[src/rtl/counter_16.sv]
// counter_16: synchronised, edge-detected wrap-around event counter with a registered wrap pulse
module counter_16 #(
  parameter int WIDTH       = 16,
  parameter int SYNC_STAGES = 2
) (
  input  logic             clk,
  input  logic             reset_n,
  input  logic             inc,
  output logic [WIDTH-1:0] count,
  output logic             wrap
);
  logic [SYNC_STAGES-1:0] sync_q, sync_d;
  logic                   prev_q, prev_d;
  logic [WIDTH-1:0]       count_q, count_d;
  logic                   wrap_q, wrap_d;
  logic                   inc_s, rise;
  always_comb begin
    sync_d[0] = inc;
    for (int i = 1; i < SYNC_STAGES; i++) sync_d[i] = sync_q[i-1];
    inc_s   = sync_q[SYNC_STAGES-1];
    rise    = inc_s & ~prev_q;
    prev_d  = inc_s;
    count_d = rise ? count_q + 1'b1 : count_q;
    wrap_d  = rise & (&count_q);
  end
  // reset_n keeps its legacy name but is active-high
  always_ff @(posedge clk) begin
    if (reset_n) begin
      sync_q  <= '0;
      prev_q  <= 1'b0;
      count_q <= '0;
      wrap_q  <= 1'b0;
    end else begin
      sync_q  <= sync_d;
      prev_q  <= prev_d;
      count_q <= count_d;
      wrap_q  <= wrap_d;
    end
  end
  assign count = count_q;
  assign wrap  = wrap_q;
endmodule

[config.mk]
export PLATFORM = sky130hd
export DESIGN_NAME = counter_16
export DESIGN_NICKNAME = d
export VERILOG_FILES = /design/src/rtl/counter_16.sv
export SDC_FILE = /design/constraint.sdc
export NUM_CORES = 1
export LEC_CHECK = 0
export ABC_AREA = 1
export CAP_MARGIN = 20
export CORE_MARGIN = 4
export CORE_UTILIZATION = 45
export CTS_BUF_LIST = sky130_fd_sc_hd__clkbuf_16
export CTS_CLUSTER_SIZE = 40
export DETAILED_ROUTE_END_ITERATION = 8
export GPL_ROUTABILITY_DRIVEN = 0
export PLACE_DENSITY = 0.75
export SLEW_MARGIN = 10
export SYNTH_ARGS = -nofsm -noshare
export SYNTH_HDL_FRONTEND = slang
export SYNTH_SLANG_ARGS = --single-unit
[constraint.sdc]
create_clock -name clk -period 1.57 [get_ports clk]
set_input_delay 0.3925 -clock clk [delete_from_list [all_inputs] [get_ports clk]]
set_output_delay 0.3925 -clock clk [all_outputs]
set_load 0.005 [all_outputs]
==> flow_summary.yaml <==
global_route:
  antenna_found_initial: 0
  grt_pass1_wl_microns: 3981
  track_usage_pct: 18.59
  grt_max_degree: 12
  grt-ovfl-total: 0
  first_global_vias: 946
yosys:
  ys_ff_latch: 20
  ys_seq_area_share_pct: 40.25
  yosysWarnings: 0
  yosys.cell_types.count: 24
  synth_area_sq_um: 994.7
  syn_nets: 145
  synth_top_cell_area_share_pct: 40.25
  synth_largest_area_cell: "dfxtp_1"
  synth_area_leaders: "dfxtp_1 (40%), nand2_1 (11%), nor2_1 (9.8%), inv_1 (6.8%), nand4_1 (5.0%)"
  netlist_instances: 141
  avgSynthCellArea_sq_um: 7.055
worst_setup_path:
  cp.required_ns: 1.18
  max_stage_delay_ns: 0.52
  worst-path-stages: 1
  reg2reg_slack_ns: 0.27
  cp_max_fo: 6
  end_kind: "output pin"
  crit_slowest_cell: "clkdlybuf4s50_1"
  worstPathCellList: "clkdlybuf4s50_1"
  worstSetupStartpointType: "flop"
  arrival_ns: 1.15
  cp_top_family: "buffers and inverters"
  r2r_end: "count[14]"
  crit_buf_inv: 1
  crit_type: "flop to output pin"
  regToRegStartpoint: "count[1]"
  ff2ff_path_depth: 6
pwr:
  p_leak_nw: 0.4966
  netSwitchingPower_mw: 0.2173
  intPower_mw: 0.8724
  p_clk_share_pct: 48.3
  p_per_area_nw_per_um2: 821.6
  sw_frac_of_total_pct: 19.94
  ir_drop_uv: 700.5
  comb_power_share_pct: 4.0
  seq_power_share_pct: 47.7
floorplan:
  dieArea_sq_um: 3027
  start_util_pct: 49.20
  io-pin-count: 20
  die_x_microns: 55.02
  core_area_sq_um: 2022
  rows: 16
  die_h_microns: 55.02
sta:
  period_share_pct: 98.29
  finClkSkew_ns: 0.003984
  min_period_ns: 1.543
  setup_viol: 0
  tightest_slew_ns: 0.3250
  fin_ws_ns: 0.02680
  slew_viol_final: 0
  fmax_ghz: 0.6480
  hold_viol: 0
  timing.slew.headroom_pct: 78.31
drt:
  drt_iter0_drc: 43
  num_vias: 982
  drcViolationCount: 0
  post_drt_wl_per_cell_microns: 11.61
  viasPerCell: 5.115
  drt-total-wl_microns: 2230
  dr.pass1.iters: 4
  drtAntennaViolNets: 0
cells_and_area:
  final_util_pct: 65.59
  drive_above_1_share_pct: 18.18
  syn_to_final_growth_pct: 33.33
  multiInputGateArea_sq_um: 509.2
  final-seq-area_sq_um: 416.7
  nets: 170
  fillers: 186
  antenna_cells: 0
  final_common_cell: "nand2_1"
  layout_common_cells: "nand2_1 (29), nor2_1 (26), clkdlybuf4s50_1 (19)"
  fin_area_sq_um: 1326
min_path:
  hold_start: "sync_q[0]"
  hp-class: "flop to flop"
  whs_endpoint: "sync_q[1]"
  whs_path_depth: 2
cts:
  htreeDepth: 1
  cts.path.max_buffers: 2
  ctsResizeCount: 5
  root_buffer: "clkbuf_16"
  cts.sinks: 20
  clock_latency_ns: 0.25
  hold_buffers: 0
  postCtsSetupBuffers: 0
  numCtsBuffers: 3
  cts_tree: "yes"
  clk_pin_slew_worst_paths_ns: 0.06
place:
  portBuffers: 19
  placed_cell_area_sq_um: 1231
  dp_hpwl_microns: 1707
  pre_cts_ws_ns: 0.1502
status:
  status: "finished, final reports clean"
flow_run:
  cap_violations: 0
==> sequential cells by signal (all words and copies together), names as in the netlist <==
| register | count |
|---|---|
| wrap | 1 |
| count | 16 |
| prev_q | 1 |
| sync_q | 2 |
==> logic make-up after synthesis <==
group / share of synthesized area [%]
fa+ha+maj: 1.258
simple gates: 40.13
xor+xnor: 1.761
buf+inv: 8.553
compound gates: 8.050
flops: 40.25
==> synth_stat cells (all sizes together) <==
master and count:
a21oi 7, buf 2, dfxtp 20, ha 1, inv 20, nand2 31, nand3 8, nand4 8
nor2 30, nor3 4, o21a 1, o21ai 6, o21bai 1, xor2 2
==> stage by stage <==
| step | hold WS, ns | power, mW | instances | setup TNS (ns) |
|---|---|---|---|---|
| global placement | 0.3905 | 0.5727 | 188 | 0 |
| floorplan | 0.3883 | 0.5570 | 141 | 0 |
| CTS | 0.4077 | 1.099 | 192 | 0 |
| finish | 0.4040 | 1.090 | 192 | 0 |
| global route | 0.4240 | 1.123 | 192 | -0.006765 |
| detailed placement | 0.4004 | 0.5743 | 188 | 0 |
==> power by group through the flow <==
stage          Clock, mW  Sequential (mW)  Combinational [mW]
2_1_floorplan          0            0.530              0.0271
5_1_grt            0.553            0.521              0.0492
3_5_place_dp           0            0.531              0.0436
4_1_cts            0.535            0.520              0.0439
3_3_place_gp           0            0.530              0.0429
6_report           0.526            0.520              0.0437
==> final cells by class <==
type	instances	area share [%]
timing repair buffer	22	16.04
clock buffer	3	5.660
tap	27	2.547
sequential	20	31.42
clock inverter	1	0.2830
inverter	20	5.660
multi-input combinational	99	38.40
==> metal layers <==
layer,GRT usage (%),wire length (microns)
met1,23.41,1029
met2,28.54,986
met3,4.290,153
met4,11.34,60
met5,0,0
==> worst max-delay path by stage <==
stage | start | endpoint | slack (ns)
floorplan | count[1] | count[14] | 0.34
global route | count[9] | count[9] | -0.007
global placement | reset_n | count[0] | 0.19
detailed placement | reset_n | count[0] | 0.15
finish | count[9] | count[9] | 0.03
CTS | count[5] | count[5] | 0.001
No activity file was read; power rests on OpenSTA's default activity.
